===== config.mk =====
export PLATFORM = sky130hd
export DESIGN_NAME = obf_seq
export DESIGN_NICKNAME = d
export VERILOG_FILES = /design/src/rtl/obf_seq.sv
export SDC_FILE = /design/constraint.sdc
export NUM_CORES = 1
export LEC_CHECK = 0
export ABC_AREA = 1
export BUFFER_PORTS_ARGS = -buffer_cell sky130_fd_sc_hd__buf_4
export CAP_MARGIN = 30
export CORE_ASPECT_RATIO = 0.6
export CORE_MARGIN = 8
export CORE_UTILIZATION = 46
export CTS_CLUSTER_DIAMETER = 60
export DETAILED_ROUTE_END_ITERATION = 7
export PLACE_DENSITY = 0.81
export SLEW_MARGIN = 20
export SYNTH_ARGS = -nofsm -noshare
export SYNTH_HDL_FRONTEND = slang
export SYNTH_SLANG_ARGS = --single-unit

===== constraint.sdc =====
create_clock -name clk -period 1.9 [get_ports clk]
set_input_delay 0.285 -clock clk [delete_from_list [all_inputs] [get_ports clk]]
set_output_delay 0.285 -clock clk [all_outputs]
set_load 0.005 [all_outputs]

===== src/rtl/obf_seq.sv =====
// obf_seq -- instruction obfuscation sequencer.
//
// Accepts one original OR1K instruction at a time. It then either passes the
// instruction through unchanged, or replaces it with a sequence of substitute
// instructions. Each substitute step is built from a 16-bit template that an
// external LUT returns for address {igu, sub}.
//
// Ports
//   clk        clock, all state on the rising edge
//   rst        synchronous active-high reset
//   obf_en     1 = substitute, 0 = pass through
//   flush      abort the sequence in progress
//   in_valid   original instruction offered
//   in_ready   sequencer idle and able to accept
//   in_insn    original instruction
//   in_igu     substitution-group index of in_insn
//   lut_addr   {igu, sub} address to the substitution LUT
//   lut_out    {type, template[15:0], last}; combinational in lut_addr
//   out_valid  out_insn valid
//   out_ready  consumer accepts out_insn
//   out_insn   emitted instruction
//   out_last   final step of the current sequence
//   out_sub    current step index
//   seq_err    sticky: a sequence ran to MAX_SUB without a last flag
`ifndef OBF_SUB_WIDTH
`define OBF_SUB_WIDTH 4
`endif
`ifndef OBF_IGU_WIDTH
`define OBF_IGU_WIDTH 8
`endif
`ifndef OBF_LUT_ADDR_WIDTH
`define OBF_LUT_ADDR_WIDTH (`OBF_IGU_WIDTH + `OBF_SUB_WIDTH)
`endif
`ifndef OBF_LUT_OUT_WIDTH
`define OBF_LUT_OUT_WIDTH 19
`endif
`ifndef OBF_INSN_TYPE_N
`define OBF_INSN_TYPE_N 2'd0
`endif
`ifndef OBF_INSN_TYPE_I
`define OBF_INSN_TYPE_I 2'd1
`endif
`ifndef OBF_INSN_TYPE_A
`define OBF_INSN_TYPE_A 2'd2
`endif

module obf_seq #(
  parameter logic [5:0] A_OPCODE = 6'h38,
  parameter int         MAX_SUB  = 2**`OBF_SUB_WIDTH-1
) (
  input  logic                           clk,
  input  logic                           rst,
  input  logic                           obf_en,
  input  logic                           flush,
  input  logic                           in_valid,
  output logic                           in_ready,
  input  logic [31:0]                    in_insn,
  input  logic [`OBF_IGU_WIDTH-1:0]      in_igu,
  output logic [`OBF_LUT_ADDR_WIDTH-1:0] lut_addr,
  input  logic [`OBF_LUT_OUT_WIDTH-1:0]  lut_out,
  output logic                           out_valid,
  input  logic                           out_ready,
  output logic [31:0]                    out_insn,
  output logic                           out_last,
  output logic [`OBF_SUB_WIDTH-1:0]      out_sub,
  output logic                           seq_err
);

  localparam int SW = `OBF_SUB_WIDTH;
  localparam int IW = `OBF_IGU_WIDTH;
  localparam int LW = `OBF_LUT_OUT_WIDTH;
  localparam logic [SW-1:0] SUB_MAX = SW'(MAX_SUB);
  localparam logic [31:0]   NOP     = 32'h15000000;

  typedef enum logic {IDLE, EMIT} state_t;

  state_t          state_q, state_d;
  logic [31:0]     insn_q, insn_d;
  logic [IW-1:0]   igu_q, igu_d;
  logic            en_q, en_d;
  logic [SW-1:0]   sub_q, sub_d;
  logic            err_q, err_d;

  logic [1:0]      lut_type;
  logic [15:0]     tmpl;
  logic            lut_last;
  logic            pass_thru;
  logic            is_sub_step;
  logic            accept_out;

  // Type I: {op, D, A, IMM}; t[9]/t[8] force r0, t[7] selects a
  // sign-extended 6-bit immediate from the template.
  function automatic logic [31:0] asm_i(input logic [15:0] t, input logic [31:0] insn);
    logic [4:0]  d, a;
    logic [15:0] imm;
    d   = t[9] ? 5'd0 : insn[25:21];
    a   = t[8] ? 5'd0 : insn[20:16];
    imm = t[7] ? {{10{t[5]}}, t[5:0]} : insn[15:0];
    return {t[15:10], d, a, imm};
  endfunction

  // Type A: register ALU form; t[7:5] force D/A/B to r0, t[4:3] and t[11:8]
  // fill the function fields.
  function automatic logic [31:0] asm_a(input logic [15:0] t, input logic [31:0] insn);
    logic [4:0] d, a, b;
    d = t[7] ? 5'd0 : insn[25:21];
    a = t[6] ? 5'd0 : insn[20:16];
    b = t[5] ? 5'd0 : insn[15:11];
    return {A_OPCODE, d, a, b, 1'b0, t[4:3], 4'b0000, t[11:8]};
  endfunction

  assign lut_type = lut_out[LW-1 -: 2];
  assign tmpl     = lut_out[16:1];
  assign lut_last = lut_out[0];

  assign lut_addr = {igu_q, sub_q};

  // A type-N result at step 0 means the group has no substitution.
  assign pass_thru   = !en_q || (lut_type == `OBF_INSN_TYPE_N && sub_q == '0);
  assign is_sub_step = (lut_type == `OBF_INSN_TYPE_I) || (lut_type == `OBF_INSN_TYPE_A);

  assign in_ready   = (state_q == IDLE);
  assign out_valid  = (state_q == EMIT);
  assign out_sub    = sub_q;
  assign seq_err    = err_q;
  assign accept_out = out_valid && out_ready;

  always_comb begin
    out_insn = NOP;
    out_last = 1'b1;
    if (pass_thru) begin
      out_insn = insn_q;
    end else if (lut_type == `OBF_INSN_TYPE_I) begin
      out_insn = asm_i(tmpl, insn_q);
      out_last = lut_last || (sub_q == SUB_MAX);
    end else if (lut_type == `OBF_INSN_TYPE_A) begin
      out_insn = asm_a(tmpl, insn_q);
      out_last = lut_last || (sub_q == SUB_MAX);
    end
  end

  always_comb begin
    state_d = state_q;
    insn_d  = insn_q;
    igu_d   = igu_q;
    en_d    = en_q;
    sub_d   = sub_q;
    err_d   = err_q;
    if (flush) begin
      state_d = IDLE;
      sub_d   = '0;
    end else begin
      case (state_q)
        IDLE: begin
          if (in_valid) begin
            insn_d  = in_insn;
            igu_d   = in_igu;
            en_d    = obf_en;
            sub_d   = '0;
            state_d = EMIT;
          end
        end
        EMIT: begin
          if (accept_out) begin
            // Forced termination of a substituted step that never flagged last.
            if (!pass_thru && is_sub_step && sub_q == SUB_MAX && !lut_last)
              err_d = 1'b1;
            if (out_last) state_d = IDLE;
            else          sub_d   = sub_q + 1'b1;
          end
        end
        default: state_d = IDLE;
      endcase
    end
  end

  always_ff @(posedge clk) begin
    if (rst) begin
      state_q <= IDLE;
      insn_q  <= '0;
      igu_q   <= '0;
      en_q    <= 1'b0;
      sub_q   <= '0;
      err_q   <= 1'b0;
    end else begin
      state_q <= state_d;
      insn_q  <= insn_d;
      igu_q   <= igu_d;
      en_q    <= en_d;
      sub_q   <= sub_d;
      err_q   <= err_d;
    end
  end

endmodule


==> flow_summary.json, run 1 <==
{
  "drt-initial-drc-count": 130,
  "ios": 117,
  "synth_area_um2": 2345,
  "p_sw_frac": 0.2620,
  "rows": 20,
  "start_util": 0.4709,
  "place_inst": 511,
  "max-cap-violations": 0,
  "fp.dieW_um": 108.2,
  "yosysSeqAreaShare": 0.4013,
  "cts_buffers": 5,
  "die_h_um": 71.30,
  "postSynthCellCount": 330,
  "clkPwrFrac": 0.318,
  "violations": "setup timing",
  "fin_crit_sh": 1.077,
  "setup_viol": 24,
  "core_um2": 4980,
  "drive_above_1_share": 0.4151,
  "yosys_most_used_dff": "dfxtp_1",
  "setup.worst_path.class": "reg2out",
  "avgSynthCellArea_um2": 7.105,
  "remaining_drc_errors": 0,
  "dieArea_um2": 7713,
  "synthesis.nets": 400,
  "grt.busiest_layer": "met2",
  "synthArstFlopShare": 0,
  "cts.sinks": 47,
  "powerDensity_nw_per_um2": 643.3,
  "grt_overflow": 0,
  "routed_wirelength_um": 8022,
  "wl_per_cell_um": 15.11,
  "yosysUniqueCellTypes": 30,
  "cts-root-buf": "clkbuf_8",
  "stdcell_count": 531,
  "fmax_mhz": 488.5,
  "clk_pin_slew_ns": 0.09,
  "cts_tree": "done",
  "areaGrowthSynthToFinish_pct": 59.39,
  "irDropWorstVdd_v": 0.0003890,
  "grt.total_usage": 0.1940,
  "arrival_ns": 1.76,
  "worstPathMaxFanout": 6,
  "met1_usage": 0.2450,
  "fin_worst_skew_ns": 0.008414,
  "ant_nets": 0,
  "use_met3": 0.05461,
  "gp_congestion": 0.8684,
  "antenna_found_initial": 0,
  "dpl.hpwl_um": 5884,
  "htree_levels": 2,
  "vias_per_cell": 4.970,
  "fin_tns_setup_ns": -1.711,
  "antenna_cells": 0,
  "slew_viol_final": 0,
  "finish.utilization": 0.7505,
  "insertion_delay_ns": 0.30,
  "max_slew.worst_pin.slew_ns": 0.3461,
  "gr-usage-met2": 0.3059,
  "hold_viol_final": 0,
  "first_pass_iters": 4,
  "required_ns": 1.62,
  "io_buffer_count": 116,
  "ctsLongestPathBuffers": 2,
  "status": "complete, but fails checks",
  "start_kind": "flop",
  "ys_ff_latch": 47,
  "detailedPlace.worstSlack_ns": 0.0003819,
  "ys_warn_count": 0,
  "grt_setup_unrepaired": "yes",
  "p_seq_frac": 0.445,
  "layout_min_cycle_time_ns": 2.047,
  "slew_headroom": 0.7668,
  "num_vias": 2639,
  "p_leak_nw": 1.717,
  "num-nets-final": 534,
  "cts-hold-fix-buffers": 0,
  "hold_class": "in2reg",
  "internal_power_mw": 1.774,
  "combPwrFrac": 0.237,
  "end_kind": "output pin",
  "fin_ws_ns": -0.1471,
  "synth-edff-count": 0,
  "p_sw_mw": 0.6298,
  "grt_pass1_vias": 2569,
  "grt_pass1_wl_um": 12320,
  "grt_max_degree": 83
}
## path summary, 6_finish.rpt
check / startpoint / end / slack (ns) / cells past startpoint
worst max-delay path: out_sub[0] / out_insn[12] / -0.15 / 9
worst min-delay path: rst / seq_err / 0.17 / 2
worst max register to register: out_sub[0] / out_sub[3] / 0.01 / 13
worst min register to register: insn_q[30] / insn_q[30] / 0.44 / 2
## stage by stage
stage	area (um2)	power [mW]	hold slack (ns)
finish	3737	2.404	0.1712
global route	3737	2.524	0.1671
CTS	3613	2.400	0.1584
detailed placement	3369	1.602	0.4353
global placement	3369	1.585	0.4304
floorplan	2345	1.309	0.3574
## synthesized netlist by cell type (2+ instances only)
cell type,number,share of area
nand3_1,11,0.023
nor2_1,23,0.037
a32oi_1,4,0.015
a21oi_1,56,0.12
buf_4,6,0.019
a31oi_1,3,0.0080
o21ai_0,58,0.12
nand2_1,23,0.037
ha_1,5,0.027
clkbuf_1,9,0.014
o22ai_1,6,0.016
buf_1,4,0.0064
dfxtp_1,47,0.40
inv_1,57,0.091
nand2_2,2,0.0053
buf_2,2,0.0043
## power by group through the flow
stage	Clock (mW)	Sequential (mW)	Combinational, mW
2_1_floorplan	0	1.09	0.221
3_3_place_gp	0	1.09	0.495
3_5_place_dp	0	1.09	0.510
4_1_cts	0.792	1.07	0.539
5_1_grt	0.826	1.08	0.620
6_report	0.765	1.07	0.570
## critical path, stage by stage, from the launching register on
cell and delay [ns]:
dfxtp_2 0.34, inv_2 0.05, ha_4 0.15, nand2_2 0.05, inv_2 0.05, a21oi_4 0.24, o21ai_2 0.11, a21oi_2 0.21
o21ai_1 0.10, buf_4 0.15
## flip-flops by register name, summed over array words and instances, names as in the netlist
signal,cells
igu_q,8
out_sub,4
seq_err,1
insn_q,32
out_valid,1
en_q,1
## cells by family after synthesis
group | share of synthesized area
buf+inv | 0.1387
flops | 0.4013
xor+xnor | 0.003736
fa+ha+maj | 0.02668
simple gates | 0.1254
compound gates | 0.3042
## placed cells by master (no fill, tap or decap), drive strengths merged
master and count:
nand2 25, nand4 1, a21oi 58, a32oi 4, o21ai 60, dfxtp 47, nand3 13, nor2 24
xor2 1, buf 148, a31oi 3, clkbuf 6, nor3b 1, or2 1, o22ai 7, clkinv 2
ha 5, inv 58, bufinv 1
## layer usage
layer  vias up  part of all wire
met5         -                 0
met2        88              0.47
li1       1349                 -
met3        13             0.077
met1      1189              0.44
met4         0             0.017
## cell type report
type / count / area [um2]
Clock buffer: 6 / 82.58
Clock inverter: 2 / 35.03
Fill cell: 400 / 1242
Inverter: 59 / 221.5
Multi-Input combinational cell: 203 / 1197
Sequential cell: 47 / 943.4
Tap cell: 66 / 82.58
Timing Repair Buffer: 148 / 1175
## timing repair
item / in CTS / in global routing
setup endpoints to repair: 33 / 37
setup buffers: 6 / 6
pin swaps: 12 / 8
resized for setup: 35 / 18
cloned: 0 / 0
Power figures use the tool's default switching activity.
==> run 2: changes to the inputs <==
--- a/config.mk
+++ b/config.mk
@@ -9,12 +9,12 @@
 export BUFFER_PORTS_ARGS = -buffer_cell sky130_fd_sc_hd__buf_4
 export CAP_MARGIN = 30
 export CORE_ASPECT_RATIO = 0.6
-export CORE_MARGIN = 8
+export CORE_MARGIN = 2
 export CORE_UTILIZATION = 46
 export CTS_CLUSTER_DIAMETER = 60
 export DETAILED_ROUTE_END_ITERATION = 7
 export PLACE_DENSITY = 0.81
-export SLEW_MARGIN = 20
+export SLEW_MARGIN = 10
 export SYNTH_ARGS = -nofsm -noshare
 export SYNTH_HDL_FRONTEND = slang
 export SYNTH_SLANG_ARGS = --single-unit
==> run 2 against run 1 <==
The flow still finishes with violations (setup timing). Register-to-register slack better by 0.19 ns. Worst hold slack worse by 0.022 ns. First-iteration DRC count is 44% higher. Fmax is 2.3% higher. Die area is 26% lower. Power is 3.0% lower. Sequential cell count stayed put. Highest routed layer unchanged.
==> flow_summary.json, run 2 (synthesis results as in run 1) <==
{
  "fin_ws_ns": -0.1001,
  "ios": 117,
  "crit_path_max_incr_delay_ns": 0.34,
  "antenna_found_initial": 0,
  "violations": "setup timing",
  "cts-root-buf": "clkbuf_8",
  "routed_wirelength_um": 7336,
  "combPwrFrac": 0.250,
  "clkPwrFrac": 0.291,
  "fin_crit_sh": 1.053,
  "grt_overflow": 0,
  "critical-path-top-delay-family": "buffers and inverters",
  "drt-initial-drc-count": 187,
  "first_pass_iters": 4,
  "p_sw_frac": 0.2782,
  "endpoint": "out_insn[13]",
  "start_kind": "flop",
  "hold_class": "in2reg",
  "regMostFlops": "insn_q",
  "largest_register_ffs": 32,
  "grt.total_usage": 0.2411,
  "max-cap-violations": 0,
  "dpl.hpwl_um": 5065,
  "internal_power_mw": 1.684,
  "rows": 20,
  "max_slew.worst_pin.slew_ns": 0.3950,
  "htree_levels": 2,
  "clk_pin_slew_ns": 0.09,
  "ff2ff_setup_slack_ns": 0.20,
  "p_leak_nw": 1.703,
  "cts_tree": "done",
  "p_sw_mw": 0.6489,
  "drive_above_1_share": 0.4298,
  "grt_pass1_vias": 2306,
  "slew_headroom": 0.7364,
  "arrival_ns": 1.72,
  "num_vias": 2682,
  "layout_min_cycle_time_ns": 2.000,
  "fin_worst_skew_ns": 0.01065,
  "wl_per_cell_um": 13.87,
  "final_common_cell": "buf_4",
  "ctsLongestPathBuffers": 2,
  "grt_setup_unrepaired": "yes",
  "areaGrowthSynthToFinish_pct": 61.85,
  "cts_buffers": 5,
  "cts.sinks": 47,
  "num-nets-final": 532,
  "grt_pass1_wl_um": 10610,
  "required_ns": 1.62,
  "powerDensity_nw_per_um2": 614.8,
  "status": "complete, but fails checks",
  "vias_per_cell": 5.070,
  "setup_viol": 26,
  "setup.worst_path.class": "reg2out",
  "r2r_cells": 12,
  "worstPathMaxFanout": 5,
  "die_h_um": 59.30,
  "hold_viol_final": 0,
  "ant_nets": 0,
  "core_um2": 4980,
  "path_buf_inv": 4,
  "crit_chain": "inv_2 > ha_4 > nand2_4 > inv_4 > a21oi_4 > buf_12 > nand4_1 > o21ai_1 > buf_4",
  "remaining_drc_errors": 0,
  "p_seq_frac": 0.459,
  "fp.dieW_um": 96.17,
  "stdcell_count": 529,
  "insertion_delay_ns": 0.30,
  "startpoint": "out_sub[1]",
  "start_util": 0.4709,
  "gp_congestion": 0.7752,
  "timing.rr.end": "out_sub[3]",
  "cp.depth": 9,
  "slew_viol_final": 0,
  "grt_max_degree": 83,
  "place_inst": 507,
  "antenna_cells": 0,
  "cts-hold-fix-buffers": 0,
  "io_buffer_count": 116,
  "finish.utilization": 0.7621,
  "end_kind": "output pin",
  "detailedPlace.worstSlack_ns": 0.02613,
  "reg2reg_from": "out_sub[1]",
  "irDropWorstVdd_v": 0.0004782,
  "power.total_mw": 2.333,
  "final_cell_mix": "135 x buf_4, 54 x inv_1, 54 x a21oi_1",
  "slowest_stage": "dfxtp_2",
  "dieArea_um2": 5703,
  "fmax_mhz": 500.0
}
==> run 2: stage by stage <==
step                hold slack (ns)  cell area, um2  TNS (ns)
finish                       0.1494            3795    -1.300
detailed placement           0.4370            3339         0
floorplan                    0.3574            2345         0
global route                 0.1487            3795    -3.102
global placement             0.4304            3339         0
CTS                          0.1458            3585    -1.283
==> run 2: area by class of cell <==
type / instances / area, um2
clock inverters: 1 / 7.507
clock buffers: 7 / 96.34
flip-flops and latches: 47 / 943.4
inverters: 59 / 224.0
fillers: 378 / 1185
well taps: 66 / 82.58
multi-input cells: 204 / 1280
repair buffers: 145 / 1161
==> run 2: power groups by stage <==
stage	Combinational, mW	Clock, mW	Sequential, mW
3_3_place_gp	0.486	0	1.09
2_1_floorplan	0.221	0	1.09
3_5_place_dp	0.496	0	1.09
4_1_cts	0.530	0.688	1.07
6_report	0.584	0.678	1.07
5_1_grt	0.638	0.723	1.08
==> run 2: worst min path at each step <==
stage                           from         end  slack [ns]  cells past startpoint
final                            rst     seq_err        0.15                      2
after global routing             rst     seq_err        0.15                      2
after CTS                        rst     seq_err        0.15                      2
after detailed placement  insn_q[29]  insn_q[29]        0.44                      2
after global placement      igu_q[0]    igu_q[0]        0.43                      2
after floorplan                  rst     seq_err        0.36                      1
==> run 2: timing repair <==
action | 4_1_cts | 5_1_grt
endpoints found under the hold margin | 0 | 0
cloned | 2 | 1
buffers inserted | 5 | 6
setup endpoints to repair | 32 | 33
resized for setup | 36 | 32
pin swaps | 10 | 12
==> run 2: layer usage <==
metal / GRT usage / part of all wire / vias to the layer above
li1: - / - / 1355
met1: 0.3281 / 0.45 / 1235
met2: 0.3849 / 0.48 / 84
met3: 0.06361 / 0.067 / 8
met4: 0.05918 / 0.0079 / 0
met5: 0 / 0 / -
